File: config.mk
export PLATFORM = sky130hd
export DESIGN_NAME = regfile_wb_arbiter_flat
export DESIGN_NICKNAME = d
export VERILOG_FILES = /design/src/rtl/regfile_wb_arbiter_if.sv /design/src/rtl/regfile_wb_arbiter.sv /design/src/flat_wrapper.sv
export SDC_FILE = /design/constraint.sdc
export NUM_CORES = 1
export LEC_CHECK = 0
export ABC_CLOCK_PERIOD_IN_PS = 2610
export BUFFER_PORTS_ARGS = -buffer_cell sky130_fd_sc_hd__buf_2
export CAP_MARGIN = 20
export CORE_ASPECT_RATIO = 0.9
export CORE_MARGIN = 10
export CORE_UTILIZATION = 40
export DETAILED_ROUTE_END_ITERATION = 12
export GPL_TIMING_DRIVEN = 0
export HOLD_SLACK_MARGIN = 0.02
export PLACE_DENSITY = 0.91
export SETUP_SLACK_MARGIN = 0.5
export SYNTH_ARGS = -nofsm -noshare
export SYNTH_HDL_FRONTEND = slang
export SYNTH_SLANG_ARGS = --single-unit
File: constraint.sdc
create_clock -name clk -period 2.61 [get_ports clk]
set_input_delay 0.261 -clock clk [delete_from_list [all_inputs] [get_ports clk]]
set_output_delay 0.261 -clock clk [all_outputs]
set_load 0.02 [all_outputs]
File: src/rtl/regfile_wb_arbiter_if.sv
// Writeback arbiter bus bundle.
// Carries both writeback requesters' handshakes, the registered regfile write port, and the
// two read ports with their raw and forwarded data.
//   slave  : the arbiter side (accepts requests, drives write port and forwarded read data)
//   master : the surrounding pipeline / regfile side
interface regfile_wb_arbiter_if #(
    parameter int unsigned DATA_W = 32,
    parameter int unsigned ADDR_W = 5
);
    logic              req0_valid;
    logic [ADDR_W-1:0] req0_reg;
    logic [DATA_W-1:0] req0_data;
    logic              req0_ready;

    logic              req1_valid;
    logic [ADDR_W-1:0] req1_reg;
    logic [DATA_W-1:0] req1_data;
    logic              req1_ready;

    logic              RegWrite;
    logic [ADDR_W-1:0] writereg;
    logic [DATA_W-1:0] writedata;

    logic [ADDR_W-1:0] readreg1;
    logic [ADDR_W-1:0] readreg2;
    logic [DATA_W-1:0] rf_readdata1;
    logic [DATA_W-1:0] rf_readdata2;
    logic [DATA_W-1:0] fwd_readdata1;
    logic [DATA_W-1:0] fwd_readdata2;

    modport slave (
        input  req0_valid, req0_reg, req0_data,
        output req0_ready,
        input  req1_valid, req1_reg, req1_data,
        output req1_ready,
        output RegWrite, writereg, writedata,
        input  readreg1, readreg2, rf_readdata1, rf_readdata2,
        output fwd_readdata1, fwd_readdata2
    );

    modport master (
        output req0_valid, req0_reg, req0_data,
        input  req0_ready,
        output req1_valid, req1_reg, req1_data,
        input  req1_ready,
        input  RegWrite, writereg, writedata,
        output readreg1, readreg2, rf_readdata1, rf_readdata2,
        input  fwd_readdata1, fwd_readdata2
    );
endinterface

File: src/rtl/regfile_wb_arbiter.sv
// Regfile writeback arbiter.
// Shares the single regfile write port between ALU writeback (requester 0) and load writeback
// (requester 1). One grant per cycle, round-robin (FAIR=1) or req0-first (FAIR=0). The winner
// is registered into a one-cycle output stage; the in-flight write is forwarded onto both read
// ports so reads in the write cycle see the new value.
// Ports:
//   clk          system clock, rising edge
//   rst          synchronous active-high reset
//   bus          regfile_wb_arbiter_if.slave (requests, write port, read forwarding)
//   conflict_cnt saturating count of cycles with both requesters valid
module regfile_wb_arbiter #(
    parameter int unsigned DATA_W = 32,
    parameter int unsigned ADDR_W = 5,
    parameter int unsigned FAIR   = 1,
    parameter int unsigned CNT_W  = 16
) (
    input  logic                 clk,
    input  logic                 rst,
    regfile_wb_arbiter_if.slave  bus,
    output logic [CNT_W-1:0]     conflict_cnt
);
    localparam bit Fair = (FAIR != 0);

    logic              grant0, grant1, xfer;
    logic [ADDR_W-1:0] sel_reg;
    logic [DATA_W-1:0] sel_data;

    logic              last_q;      // 1: requester 1 won the most recent transfer
    logic              regwrite_q;
    logic [ADDR_W-1:0] writereg_q;
    logic [DATA_W-1:0] writedata_q;
    logic [CNT_W-1:0]  conflict_q, conflict_d;

    // On a tie req0 wins unless round-robin says req0 was the last winner.
    always_comb begin
        grant0   = 1'b0;
        grant1   = 1'b0;
        if (!rst) begin
            grant0 = bus.req0_valid & (~bus.req1_valid | ~Fair | last_q);
            grant1 = bus.req1_valid & ~grant0;
        end
        xfer     = grant0 | grant1;
        sel_reg  = grant1 ? bus.req1_reg  : bus.req0_reg;
        sel_data = grant1 ? bus.req1_data : bus.req0_data;
    end

    always_comb begin
        conflict_d = conflict_q;
        if (bus.req0_valid && bus.req1_valid && (conflict_q != {CNT_W{1'b1}})) begin
            conflict_d = conflict_q + {{(CNT_W-1){1'b0}}, 1'b1};
        end
    end

    always_ff @(posedge clk) begin
        if (rst) begin
            last_q      <= 1'b1;
            regwrite_q  <= 1'b0;
            writereg_q  <= '0;
            writedata_q <= '0;
            conflict_q  <= '0;
        end else begin
            conflict_q <= conflict_d;
            if (xfer) begin
                last_q      <= grant1;
                // r0 writes are accepted and latched but never enabled.
                regwrite_q  <= (sel_reg != '0);
                writereg_q  <= sel_reg;
                writedata_q <= sel_data;
            end else begin
                regwrite_q  <= 1'b0;
            end
        end
    end

    assign bus.req0_ready = grant0;
    assign bus.req1_ready = grant1;
    assign bus.RegWrite   = regwrite_q;
    assign bus.writereg   = writereg_q;
    assign bus.writedata  = writedata_q;
    assign conflict_cnt   = conflict_q;

    assign bus.fwd_readdata1 = (regwrite_q && (writereg_q == bus.readreg1) && (bus.readreg1 != '0))
                               ? writedata_q : bus.rf_readdata1;
    assign bus.fwd_readdata2 = (regwrite_q && (writereg_q == bus.readreg2) && (bus.readreg2 != '0))
                               ? writedata_q : bus.rf_readdata2;
endmodule

File: src/flat_wrapper.sv
// flat-port wrapper written by rule: the top's interface ports become plain ports
module regfile_wb_arbiter_flat 
#(
    parameter int unsigned DATA_W = 32,
    parameter int unsigned ADDR_W = 5,
    parameter int unsigned FAIR   = 1,
    parameter int unsigned CNT_W  = 16
)
  (clk, rst, conflict_cnt, bus_req0_valid, bus_req0_reg, bus_req0_data, bus_req0_ready, bus_req1_valid, bus_req1_reg, bus_req1_data, bus_req1_ready, bus_RegWrite, bus_writereg, bus_writedata, bus_readreg1, bus_readreg2, bus_rf_readdata1, bus_rf_readdata2, bus_fwd_readdata1, bus_fwd_readdata2);
  regfile_wb_arbiter_if #(.DATA_W(DATA_W), .ADDR_W(ADDR_W)) bus_i ();
  input  logic clk;
  input  logic rst;
  output logic [CNT_W-1:0] conflict_cnt;
  input wire logic [$bits(bus_i.req0_valid)-1:0] bus_req0_valid;
  input wire logic [$bits(bus_i.req0_reg)-1:0] bus_req0_reg;
  input wire logic [$bits(bus_i.req0_data)-1:0] bus_req0_data;
  output wire logic [$bits(bus_i.req0_ready)-1:0] bus_req0_ready;
  input wire logic [$bits(bus_i.req1_valid)-1:0] bus_req1_valid;
  input wire logic [$bits(bus_i.req1_reg)-1:0] bus_req1_reg;
  input wire logic [$bits(bus_i.req1_data)-1:0] bus_req1_data;
  output wire logic [$bits(bus_i.req1_ready)-1:0] bus_req1_ready;
  output wire logic [$bits(bus_i.RegWrite)-1:0] bus_RegWrite;
  output wire logic [$bits(bus_i.writereg)-1:0] bus_writereg;
  output wire logic [$bits(bus_i.writedata)-1:0] bus_writedata;
  input wire logic [$bits(bus_i.readreg1)-1:0] bus_readreg1;
  input wire logic [$bits(bus_i.readreg2)-1:0] bus_readreg2;
  input wire logic [$bits(bus_i.rf_readdata1)-1:0] bus_rf_readdata1;
  input wire logic [$bits(bus_i.rf_readdata2)-1:0] bus_rf_readdata2;
  output wire logic [$bits(bus_i.fwd_readdata1)-1:0] bus_fwd_readdata1;
  output wire logic [$bits(bus_i.fwd_readdata2)-1:0] bus_fwd_readdata2;
  assign bus_i.req0_valid = bus_req0_valid;
  assign bus_i.req0_reg = bus_req0_reg;
  assign bus_i.req0_data = bus_req0_data;
  assign bus_req0_ready = bus_i.req0_ready;
  assign bus_i.req1_valid = bus_req1_valid;
  assign bus_i.req1_reg = bus_req1_reg;
  assign bus_i.req1_data = bus_req1_data;
  assign bus_req1_ready = bus_i.req1_ready;
  assign bus_RegWrite = bus_i.RegWrite;
  assign bus_writereg = bus_i.writereg;
  assign bus_writedata = bus_i.writedata;
  assign bus_i.readreg1 = bus_readreg1;
  assign bus_i.readreg2 = bus_readreg2;
  assign bus_i.rf_readdata1 = bus_rf_readdata1;
  assign bus_i.rf_readdata2 = bus_rf_readdata2;
  assign bus_fwd_readdata1 = bus_i.fwd_readdata1;
  assign bus_fwd_readdata2 = bus_i.fwd_readdata2;
  regfile_wb_arbiter #(.DATA_W(DATA_W), .ADDR_W(ADDR_W), .FAIR(FAIR), .CNT_W(CNT_W)) u_core (.clk(clk), .rst(rst), .bus(bus_i), .conflict_cnt(conflict_cnt));
endmodule
* Yosys cells after proc, flatten, opt, wreduce, memory -nomap -nowiden
Cells that the tools add are included.
Word-level totals: output and inout bits 120, register bits after elaboration 55, bits of input ports 152
Operators by class: muxes and demuxes 6, $add $sub $neg 1, eq/ne operators 3, reductions and logical operators 10, bitwise logic cells 7
Operators with widths (number):
- 32-bit two-way mux | 3
- 16-bit by 1-bit adder with 16-bit output, second input constant | 1
- 16-bit != test, second input constant | 1
- 5-bit nonzero test | 3
- 5-bit == test | 2
- 1-bit logical AND | 6
- 5-bit two-way mux | 1
- 1-bit NOT | 3
- 1-bit AND | 2
- 1-bit two-way mux | 2
- 1-bit OR | 2
- 2-bit OR reduction | 1

* Logic depth before layout (Yosys ltp)
Gate-level depths: netlist (run 1).
word-level depth 9, mapped depth 6, depth with buffers taken out 5

* Worst setup path before layout (run 1)
No wires, ideal clock.
path kind flip-flop to output port, from register u_core.writereg_q[3], in the netlist u_core.bus.writereg[3], to output port bus_fwd_readdata1[10], data required time 2349 ps, arrival time 1840 ps, stages on the path, launching flop included 6, slack 509 ps, path through dfxtp_1 > xnor2_1 > nand3_1 > a211oi_1 > buf_2 > mux2_2
Between the ends: longest elaborated chain between the ends 4
RTL lines:
- start: declaration | line regfile_wb_arbiter.sv:30 | logic [ADDR_W-1:0] writereg_q;
- start signal: assignment | line regfile_wb_arbiter.sv:67 | writereg_q <= sel_reg;
- 5-bit == test | line regfile_wb_arbiter.sv:82 | assign bus.fwd_readdata1 = (regwrite_q && (writereg_q == bus.readreg1) && (bus.readreg1 != '0))
- 1-bit logical AND (2 in series) | line regfile_wb_arbiter.sv:82
- 32-bit two-way mux | line regfile_wb_arbiter.sv:83 | ? writedata_q : bus.rf_readdata1;
- end: declaration | line flat_wrapper.sv:29 | output wire logic [$bits(bus_i.fwd_readdata1)-1:0] bus_fwd_readdata1;
Every way passes these cells.

* Worst setup path in the final report (run 1)
from register u_core.writereg_q[4], in the netlist u_core.bus.writereg[4], to output port bus_fwd_readdata2[20]
Between the ends: longest elaborated chain between the ends 4
RTL lines:
- 5-bit == test | line regfile_wb_arbiter.sv:84 | assign bus.fwd_readdata2 = (regwrite_q && (writereg_q == bus.readreg2) && (bus.readreg2 != '0))
- 1-bit logical AND (2 in series) | line regfile_wb_arbiter.sv:84
- 32-bit two-way mux | line regfile_wb_arbiter.sv:85 | ? writedata_q : bus.rf_readdata2;
- end: declaration | line flat_wrapper.sv:30 | output wire logic [$bits(bus_i.fwd_readdata2)-1:0] bus_fwd_readdata2;
Every way passes these cells.

==> run summary, run 1 <==
gr busiest metal -> met2
Max VDD drop -> 0.2427 mV
RSZ-0062 raised after global routing -> true
Cells after Synth -> 367
initial antenna violation count -> 0
core area -> 0.008184 mm2
outcome -> complete, no violations
Clock Tree Buf Depth -> 2
Post-synth EDFFs -> 0
Global Route met1 Usage -> 0.2546
syn_nets -> 520
CP Capture Type -> primary output
placed wire-length estimate -> 13070 um
CP Max Fanout -> 6
post-route clock period utilization -> 0.9022
row cnt -> 31
TritonCTS Sinks -> 55
Seq cells post-synth -> 55
# port buffers -> 271
power share of the clock group -> 0.255
clock-pin slew on the worst setup and hold paths -> 0.10 ns
post-route ant nets -> 0
Finished Cell Area -> 0.005776 mm2
Setup Skew -> 0.003241 ns
synthesized area per cell -> 9.341 um2
crit path to -> bus_fwd_readdata2[20]
Setup Slack @ Placement -> -0.1009 ns
Synth cell types -> 34
reg-to-reg startpoint -> u_core.conflict_cnt[1]
Crit Path Class -> flip-flop to primary output
die span in y -> 107.8 um
met3 Usage GRT -> 0.06974
Worst R2R Path Depth -> 6
register area share after synthesis -> 0.3212
largest net degree at the start of global routing -> 17
CTS buffer count -> 5
Area Growth Syn to Fin -> 68.47%
placed standard-cell area -> 0.004928 mm2
max-slew violations -> 0
# DRC -> 0
critical path required time -> 2.35 ns
internal power -> 1559 uW
max_slew headroom -> 0.5988
CTS tree -> built
DRT Wirelength -> 17400 um
grt total ovfl -> 0
Mapped Area -> 0.003428 mm2
via count -> 4320
Final Hold Fails -> 0
die area -> 0.01268 mm2
max-cap violations -> 0
final net count -> 811
placer congestion estimate -> 0.9127
Worst EP arrival -> 2.09 ns
Synth Flop Type -> dfxtp_1
Routed wire per std cell -> 22.48 um
Critical Path Start -> u_core.bus.writereg[4]
register share of total power -> 0.419
Hold Crit Class -> primary input to flip-flop
reg2reg end -> u_core.conflict_cnt[12]
Pre-antenna DRT Iters -> 5
leak pwr -> 0.002684 uW
synth warn -> 0
1st-iter DRT viols -> 456
worst skew pair latency -> 0.30 ns
CTS H-tree depth -> 2
vias in the first global route -> 4368
Overall Global Routing Usage -> 0.2331
final setup fails -> 0
CTS Root Cell -> clkbuf_8
P_sw -> 740.9 uW
starting density of the core -> 0.4189
max frequency -> 424.7 MHz
Worst Tran Pin Value -> 0.6018 ns
share of cells above drive strength 1 -> 0.6070
reg2reg setup slack -> 0.62 ns
async set-or-reset flop fraction in the synthesized netlist -> 0
Final Power -> 2300 uW
fillers -> 602
power per standard cell area -> 398.2 mW/mm2
# IOs -> 272
first-pass GRT wire length -> 24210 um
M2 GR Usage -> 0.4258
Via density -> 5.581
Hold WS -> 0.2340 ns
crit start category -> flip-flop
# diodes -> 0
minimum clock period -> 2.355 ns
Die W -> 117.6 um
Net Sw Frac -> 0.3222
Gate power share -> 0.326
post-route worst setup slack -> 0.2552 ns
-- metal layers --
| layer | part of all wire | vias up |
|---|---|---|
| li1 | - | 1961 |
| met1 | 0.38 | 2056 |
| met2 | 0.51 | 261 |
| met3 | 0.079 | 42 |
| met4 | 0.033 | 0 |
| met5 | 0 | - |
-- synth_stat cells (2+ instances only) --
library cell   n  share of area
nor2b_1        5         0.0091
nand3_1        7          0.010
buf_2         11          0.016
mux2i_1       37           0.11
clkbuf_1      13          0.014
xnor2_1        8          0.020
nand4_1        6          0.011
mux2_2        66           0.22
nor2_1        46          0.050
or4_1          9          0.020
o41ai_1        3         0.0077
dfxtp_1       55           0.32
o21ai_0        6         0.0088
inv_1          3         0.0033
o31ai_1        9          0.020
nor4_1         2         0.0036
or3_1          4         0.0073
nand2_1       11          0.012
a211oi_1      41          0.090
a21oi_1       11          0.016
-- kinds of logic (layout without fill, tap and decap cells) --
group / count (synthesis) / after routing / share of synthesized area
buffers and inverters: 29 / 321 / 0.03686
adders and majority gates: 1 / 1 / 0.003649
DFF: 55 / 55 / 0.3212
and+or+nand+nor: 100 / 100 / 0.1485
muxes: 103 / 103 / 0.3248
AOI/OAI and AO/OA: 71 / 71 / 0.1445
xor gates and xnor gates: 8 / 8 / 0.02044
-- critical path: stages, from the launching register on --
cell and delay (ns):
dfxtp_2 0.37, nor2_2 0.18, o41ai_4 0.13, a211oi_4 0.25, buf_6 0.21, clkbuf_16 0.17
mux2_2 0.35, buf_6 0.14
-- what timing repair did --
action	CTS	global route
setup buffers	6	3
resized for setup	79	84
endpoints found under the hold margin	0	0
hold buffers	0	0
pin swaps	4	9
gates cloned	1	3
setup endpoints to repair	68	75
-- cell usage in the layout (no fill, tap or decap), drive strengths merged, types with 2 or more instances in the layout --
cell    instances
mux2i          37
clkbuf         22
nor2b           5
o31ai           9
nand4           7
inv             3
nand3           7
dfxtp          55
mux2           66
a211oi         41
and4            2
o21ai           6
a21oi          11
nand2          11
o41ai           3
nor4            2
nor2           46
buf           294
or3             4
or4            10
xnor2           8
-- power groups by stage --
stage | clock, uW | sequential (uW) | combinational, uW
final | 586 | 963 | 750
after detailed placement | 0 | 970 | 637
after floorplan | 0 | 1010 | 294
after CTS | 601 | 954 | 682
after global routing | 639 | 969 | 791
after global placement | 0 | 966 | 623
-- flip-flops by register name, summed over array words and instances, names as in the netlist --
register	flops
u_core.bus.writereg	5
u_core.last_q	1
u_core.bus.writedata	32
u_core.bus.RegWrite	1
u_core.conflict_cnt	16
-- area by class of cell --
type | instances | area (um2) | share of cell area
buffer | 26 | 185.2 | 0.03206
clock buffer | 6 | 82.58 | 0.01430
clock inverter | 2 | 35.03 | 0.006066
inverter | 3 | 11.26 | 0.001950
multi-input combinational | 283 | 2429 | 0.4205
sequential | 55 | 1120 | 0.1939
tap | 115 | 143.9 | 0.02491
timing repair buffer | 284 | 1769 | 0.3063
-- through the flow --
stage	instances	utilization	setup TNS [ns]
2_1_floorplan	367	-	0
6_report	774	0.7057	0
3_3_place_gp	753	0.6022	-4.548
3_5_place_dp	753	0.6022	-2.030
4_1_cts	768	0.6572	0
5_1_grt	774	0.7057	0
-- worst min path at each step --
stage,slack [ns],to,startpoint,depth (start not counted)
after floorplan,0.40,u_core.last_q,bus_req1_valid,2
after global placement,0.49,u_core.conflict_cnt[15],u_core.conflict_cnt[15],2
after detailed placement,0.50,u_core.conflict_cnt[15],u_core.conflict_cnt[15],2
after CTS,0.23,u_core.bus.RegWrite,bus_req0_reg[3],3
after global routing,0.24,u_core.bus.writereg[1],bus_req1_reg[1],3
final,0.23,u_core.bus.RegWrite,bus_req0_reg[3],3
Note: power is estimated with default switching activity, not from simulation.
==> run 2, diff against run 1 <==
Settings changed: CTS_CLUSTER_SIZE from default to 30, PLACE_DENSITY 0.91 to 0.81.
==> run summary, run 2 (synthesized netlist as in run 1, its figures left out) <==
outcome -> complete, no violations (unchanged)
Critical Path Start -> u_core.bus.writereg[0] (was u_core.bus.writereg[4])
placed wire-length estimate -> 12530 um (was 13070 um)
Finished Cell Area -> 0.005487 mm2 (was 0.005776 mm2)
Crit Path Class -> flip-flop to primary output (unchanged)
most frequent cells in the layout -> 261 x buf_2, 52 x mux2_2, 48 x dfxtp_1 (was 235 x buf_2, 48 x dfxtp_1, 45 x nor2_1)
CP Max Fanout -> 5 (was 6)
Final Hold Fails -> 0 (unchanged)
# DRC -> 0 (unchanged)
post-route ant nets -> 0 (unchanged)
reg-to-reg startpoint -> u_core.conflict_cnt[0] (was u_core.conflict_cnt[1])
Via density -> 5.463 (was 5.581)
placed standard-cell area -> 0.004928 mm2 (unchanged)
share of cells above drive strength 1 -> 0.6040 (was 0.6070)
CTS tree -> built (unchanged)
starting density of the core -> 0.4189 (unchanged)
Clock Tree Buf Depth -> 2 (unchanged)
core area -> 0.008184 mm2 (unchanged)
max-cap violations -> 0 (unchanged)
CTS buffer count -> 5 (unchanged)
row cnt -> 31 (unchanged)
CP Capture Type -> primary output (unchanged)
# IOs -> 272 (unchanged)
commonest non-fill, non-tap cell in the layout -> buf_2 (unchanged)
max_slew headroom -> 0.6093 (was 0.5988)
Final Power -> 2137 uW (was 2300 uW)
final net count -> 806 (was 811)
die span in y -> 107.8 um (unchanged)
Pre-antenna DRT Iters -> 4 (was 5)
max reg flops -> 32 (unchanged)
1st-iter DRT viols -> 239 (was 456)
Worst EP arrival -> 2.06 ns (was 2.09 ns)
die area -> 0.01268 mm2 (unchanged)
CTS Root Cell -> clkbuf_8 (unchanged)
DRT Wirelength -> 16120 um (was 17400 um)
Setup Skew -> 0.01261 ns (was 0.003241 ns)
power per standard cell area -> 389.4 mW/mm2 (was 398.2 mW/mm2)
worst skew pair latency -> 0.31 ns (was 0.30 ns)
# port buffers -> 271 (unchanged)
grt total ovfl -> 0 (unchanged)
reg2reg setup slack -> 0.63 ns (was 0.62 ns)
TritonCTS Sinks -> 55 (unchanged)
placer congestion estimate -> 0.9097 (was 0.9127)
Die W -> 117.6 um (unchanged)
setup_tns -> 0 ns (unchanged)
Area Growth Syn to Fin -> 60.04% (was 68.47%)
initial antenna violation count -> 0 (unchanged)
final setup fails -> 0 (unchanged)
leak pwr -> 0.002545 uW (was 0.002684 uW)
crit path to -> bus_fwd_readdata2[31] (was bus_fwd_readdata2[20])
Routed wire per std cell -> 20.96 um (was 22.48 um)
first-pass GRT wire length -> 24630 um (was 24210 um)
Overall Global Routing Usage -> 0.2358 (was 0.2331)
crit start category -> flip-flop (unchanged)
# diodes -> 0 (unchanged)
Worst R2R Path Depth -> 6 (unchanged)
Worst Tran Pin Value -> 0.5861 ns (was 0.6018 ns)
vias in the first global route -> 4447 (was 4368)
post-route clock period utilization -> 0.8907 (was 0.9022)
Max VDD drop -> 0.2252 mV (was 0.2427 mV)
RSZ-0062 raised after global routing -> true (unchanged)
max-slew violations -> 0 (unchanged)
largest net degree at the start of global routing -> 18 (was 17)
via count -> 4201 (was 4320)
CTS H-tree depth -> 2 (unchanged)
max frequency -> 430.1 MHz (was 424.7 MHz)
minimum clock period -> 2.325 ns (was 2.355 ns)
Hold Crit Class -> primary input to flip-flop (unchanged)
critical path required time -> 2.35 ns (about the same)
clock-pin slew on the worst setup and hold paths -> 0.11 ns (was 0.10 ns)
reg2reg end -> u_core.conflict_cnt[14] (was u_core.conflict_cnt[12])
## run 2: changes by cell type in the layout (fill, tap and decap cells not counted), moves of 2 or more
cell | previous run | this run
clkinvlp_4 | 0 | 2
buf_8 | 5 | 3
clkbuf_16 | 3 | 0
buf_12 | 1 | 3
buf_2 | 235 | 261
mux2_2 | 38 | 52
buf_6 | 38 | 19
buf_4 | 13 | 4
mux2_4 | 28 | 14
## run 2: what timing repair did
action / CTS / global route
resized for setup: 94 / 11
pin swaps: 6 / 1
setup buffers: 6 / 1
gates cloned: 1 / 0
hold buffers: 0 / 0
endpoints found under the setup margin: 68 / 69
## run 2: worst min-delay path by stage
stage	from	endpoint	slack [ns]	depth (start not counted)
floorplan	bus_req1_valid	u_core.last_q	0.40	2
global placement	u_core.conflict_cnt[15]	u_core.conflict_cnt[15]	0.49	2
detailed placement	u_core.conflict_cnt[15]	u_core.conflict_cnt[15]	0.50	2
CTS	bus_req1_data[23]	u_core.bus.writedata[23]	0.22	3
global route	bus_req1_data[21]	u_core.bus.writedata[21]	0.21	3
finish	bus_req1_data[23]	u_core.bus.writedata[23]	0.23	3
## run 2: cell type report
type / instances / area (um2)
Timing Repair Buffer: 279 / 1545
Tap cell: 115 / 143.9
Buffer: 26 / 195.2
Sequential cell: 55 / 1120
Inverter: 3 / 11.26
Clock inverter: 3 / 20.02
Clock buffer: 5 / 68.82
Multi-Input combinational cell: 283 / 2382
Fill cell: 657 / 2698
## run 2: where the power goes
part           switching [uW]  total, uW  internal [uW]
sequential               65.5        957            892
clock                     294        482            188
combinational             376        697            321
## run 2: stage by stage
stage	hold WS (ns)	utilization	setup slack, ns	std cells
after global routing	0.2107	0.6704	0.2367	769
after detailed placement	0.5040	0.6022	-0.06201	753
final	0.2267	0.6704	0.2852	769
after CTS	0.2158	0.6647	0.3444	768
after floorplan	0.3985	-	0.5088	367
after global placement	0.4945	0.6022	0.009743	753
## run 2: layer usage
metal  wire length (um)  GRT usage  up-vias
met5                  0          0        -
met4                429    0.08554        0
met3               1392    0.08180       31
met2               8411     0.4414      228
met1               5889     0.2396     1990
li1                   -          -     1952
## run 2: worst max-delay path, stage by stage, from the launching register on
cell	delay [ns]
dfxtp_4	0.39
o41ai_4	0.41
a211oi_4	0.12
buf_6	0.15
buf_4	0.13
buf_6	0.11
mux2_4	0.30
buf_6	0.13
==> run 3, diff against run 2 <==
Settings changed: ABC_AREA from default to 1, CELL_PAD_IN_SITES_DETAIL_PLACEMENT from default to 1, CELL_PAD_IN_SITES_GLOBAL_PLACEMENT from default to 2, CORE_UTILIZATION 40 to 19, PLACE_DENSITY 0.81 to default, PLACE_DENSITY_LB_ADDON from default to 0.1.
==> run summary, run 3 <==
CTS buffer count -> 5 (unchanged)
Final Hold Fails -> 0 (unchanged)
vias in the first global route -> 5670 (was 4447)
core area -> 0.01928 mm2 (was 0.008184 mm2)
P_sw -> 960.0 uW (was 735.6 uW)
synthesized area per cell -> 6.103 um2 (was 9.341 um2)
placed wire-length estimate -> 18670 um (was 12530 um)
most used cell, CP -> nand2_1 (was buf_6)
critical path required time -> 2.35 ns (about the same)
Seq cells post-synth -> 55 (unchanged)
leak pwr -> 0.003124 uW (was 0.002545 uW)
Hold EP -> u_core.bus.writedata[14] (was u_core.bus.writedata[23])
1st-iter DRT viols -> 215 (was 239)
post-route clock period utilization -> 0.8116 (was 0.8907)
first-pass GRT wire length -> 33790 um (was 24630 um)
Post-synth EDFFs -> 0 (unchanged)
area of the multi-input gates -> 0.002631 mm2 (was 0.002382 mm2)
internal power -> 1723 uW (was 1401 uW)
Overall Global Routing Usage -> 0.1646 (was 0.2358)
syn_nets -> 766 (was 520)
reg2reg end -> u_core.conflict_cnt[14] (unchanged)
TritonCTS Sinks -> 55 (unchanged)
# IOs -> 272 (unchanged)
Hold Buf Count CTS -> 0 (unchanged)
max reg flops -> 32 (unchanged)
grt total ovfl -> 0 (unchanged)
final net count -> 1058 (was 806)
reg-to-reg startpoint -> u_core.conflict_cnt[0] (unchanged)
minimum clock period -> 2.118 ns (was 2.325 ns)
CP Capture Type -> primary output (unchanged)
Mapped Area -> 0.003741 mm2 (was 0.003428 mm2)
CP Max Fanout -> 7 (was 5)
Area Growth Syn to Fin -> 76.22% (was 60.04%)
max-cap violations -> 0 (unchanged)
setup_tns -> 0 ns (unchanged)
area leader, netlist -> dfxtp_1 (unchanged)
fillers -> 2504 (was 657)
register area -> 0.001119 mm2 (was 0.001120 mm2)
Worst R2R Path Depth -> 9 (was 6)
row cnt -> 48 (was 31)
outcome -> complete, no violations (unchanged)
Synth cell types -> 32 (was 34)
Clock Tree Buf Depth -> 2 (unchanged)
Worst Tran Pin Value -> 0.5177 ns (was 0.5861 ns)
async set-or-reset flop fraction in the synthesized netlist -> 0 (unchanged)
Finished Cell Area -> 0.006593 mm2 (was 0.005487 mm2)
max_slew headroom -> 0.6549 (was 0.6093)
DRT Wirelength -> 22970 um (was 16120 um)
clock-pin slew on the worst setup and hold paths -> 0.08 ns (was 0.11 ns)
Pre-antenna DRT Iters -> 4 (unchanged)
Max VDD drop -> 0.2612 mV (was 0.2252 mV)
Die W -> 167.9 um (was 117.6 um)
register area share after synthesis -> 0.2943 (was 0.3212)
# DRC -> 0 (unchanged)
Routed wire per std cell -> 19.84 um (was 20.96 um)
Cells after Synth -> 613 (was 367)
synth top area cells -> dfxtp_1 29%, nand2_1 26%, nand3_1 10% (was dfxtp_1 32%, mux2_2 22%, mux2i_1 11%)
Slowest-stage cell, CP -> dfxtp_2 (was o41ai_4)
Synth Flop Type -> dfxtp_1 (unchanged)
max-slew violations -> 0 (unchanged)
starting density of the core -> 0.1941 (was 0.4189)
die span in y -> 153.1 um (was 107.8 um)
worst skew pair latency -> 0.31 ns (about the same)
Hold Crit Class -> primary input to flip-flop (unchanged)
synth warn -> 0 (unchanged)
CTS H-tree depth -> 2 (unchanged)
most frequent cell after synthesis -> nand2_1 (was mux2_2)
initial antenna violation count -> 2 (was 0)
Via density -> 4.543 (was 5.463)
Hold Crit Depth -> 2 (was 3)
crit start category -> flip-flop (unchanged)
share of cells above drive strength 1 -> 0.4967 (was 0.6040)
most frequent cells in the layout -> 225 x buf_2, 170 x nand2_1, 82 x nand2_2 (was 261 x buf_2, 52 x mux2_2, 48 x dfxtp_1)
Crit Path Class -> flip-flop to primary output (unchanged)
post-route ant nets -> 0 (unchanged)
largest net degree at the start of global routing -> 20 (was 18)
Hold Crit Start -> rst (was bus_req1_data[23])
CP cell instances -> inv_4, a21oi_2, nand4_1, nor2_4, buf_12, nand2_8, clkbuf_16, nand2_1, nand2_1, buf_6 (was o41ai_4, a211oi_4, buf_6, buf_4, buf_6, mux2_4, buf_6)
Net Sw Frac -> 0.3578 (was 0.3443)
power share of the clock group -> 0.310 (was 0.226)
register share of total power -> 0.353 (was 0.448)
placer congestion estimate -> 0.8849 (was 0.9097)
max frequency -> 472.1 MHz (was 430.1 MHz)
CTS Root Cell -> clkbuf_16 (was clkbuf_8)
Worst EP arrival -> 1.86 ns (was 2.06 ns)
Gate power share -> 0.336 (was 0.326)
delay of the slowest cell on the worst path -> 0.36 ns (was 0.41 ns)
power per standard cell area -> 407.0 mW/mm2 (was 389.4 mW/mm2)
Setup Skew -> 0.007240 ns (was 0.01261 ns)
reg2reg setup slack -> 0.90 ns (was 0.63 ns)
RSZ-0062 raised after global routing -> true (unchanged)
commonest non-fill, non-tap cell in the layout -> buf_2 (unchanged)
CTS tree -> built (unchanged)
top cells by count, synth -> 259 x nand2_1, 76 x nand3_1, 55 x dfxtp_1, 35 x o21ai_0, 32 x a31oi_1 (was 66 x mux2_2, 55 x dfxtp_1, 46 x nor2_1, 41 x a211oi_1, 37 x mux2i_1)
die area -> 0.02571 mm2 (was 0.01268 mm2)
final setup fails -> 0 (unchanged)
placed standard-cell area -> 0.005405 mm2 (was 0.004928 mm2)
# port buffers -> 270 (was 271)
top cell type's share of synthesized area -> 0.2943 (was 0.3212)
via count -> 5261 (was 4201)
==> run 3: cells by family (layout without fill, tap and decap cells) <==
| logic type | count (synthesis) | after routing | share of synthesized area |
|---|---|---|---|
| AND/OR/NAND/NOR | 382 | 382 | 0.4324 |
| adder cells (fa/ha/maj) | 1 | 1 | 0.003344 |
| flip-flops | 55 | 55 | 0.2943 |
| XOR/XNOR | 11 | 11 | 0.02575 |
| AO/OA/AOI/OAI | 98 | 98 | 0.1498 |
| other | 0 | 2 | 0 |
| buffers and inverters | 66 | 359 | 0.09432 |
==> run 3: per-layer routing <==
layer  share of wire  vias up  GRT usage
li1                -     2602          -
met1            0.43     2458     0.1933
met2            0.48      183     0.2774
met3           0.085       16    0.06588
met4           0.013        2    0.03107
met5         0.00030        -          0
==> run 3: worst max path at each step <==
stage	start	to	slack, ns	cells after the start
2_1_floorplan	u_core.bus.writereg[1]	bus_fwd_readdata1[10]	0.94	6
3_3_place_gp	u_core.bus.writereg[4]	bus_fwd_readdata1[15]	0.61	10
3_5_place_dp	u_core.bus.writereg[4]	bus_fwd_readdata1[15]	0.60	10
4_1_cts	u_core.bus.writereg[4]	bus_fwd_readdata1[15]	0.48	11
5_1_grt	u_core.bus.writereg[0]	bus_fwd_readdata2[29]	0.35	10
6_report	u_core.bus.writereg[0]	bus_fwd_readdata2[29]	0.49	10
==> run 3: metrics by stage <==
step / utilization / setup slack, ns / hold slack (ns) / power [uW] / instances
6_report: 0.3420 / 0.4918 / 0.1858 / 2683 / 1158
5_1_grt: 0.3418 / 0.3521 / 0.1805 / 2829 / 1157
4_1_cts: 0.2997 / 0.4767 / 0.1813 / 2595 / 1148
3_5_place_dp: 0.2804 / 0.5999 / 0.5072 / 1713 / 1133
3_3_place_gp: 0.2804 / 0.6141 / 0.4807 / 1699 / 1133
2_1_floorplan: - / 0.9430 / 0.3901 / 1345 / 613
==> run 3: layout make-up <==
type	instances	share of cell area
inverter	27	0.01613
clock buffer	5	0.01898
buffer	39	0.04498
clock inverter	3	0.007592
timing repair buffer	285	0.2953
tap	250	0.04745
antenna	2	0.0007592
sequential	55	0.1697
multi-input combinational	492	0.3991
==> run 3: timing repair <==
item | in CTS | in global routing
endpoints found under the setup margin | 64 | 62
pin swaps | 4 | 23
buffers inserted | 5 | 4
resized for setup | 43 | 249
cloned | 2 | 4
==> run 3: worst max-delay path, delay by kind of cell, from the launching register on <==
kind	cells	cell delay, ns
buffers and inverters	4	0.52
flip-flops	1	0.36
AO/OA/AOI/OAI	1	0.12
AND/OR/NAND/NOR	5	0.52
==> run 3: power groups by stage <==
stage,clock network (uW),logic (uW),registers (uW)
2_1_floorplan,0,350,995
5_1_grt,887,985,957
6_report,833,902,948
3_3_place_gp,0,739,959
3_5_place_dp,0,751,962
4_1_cts,863,787,945
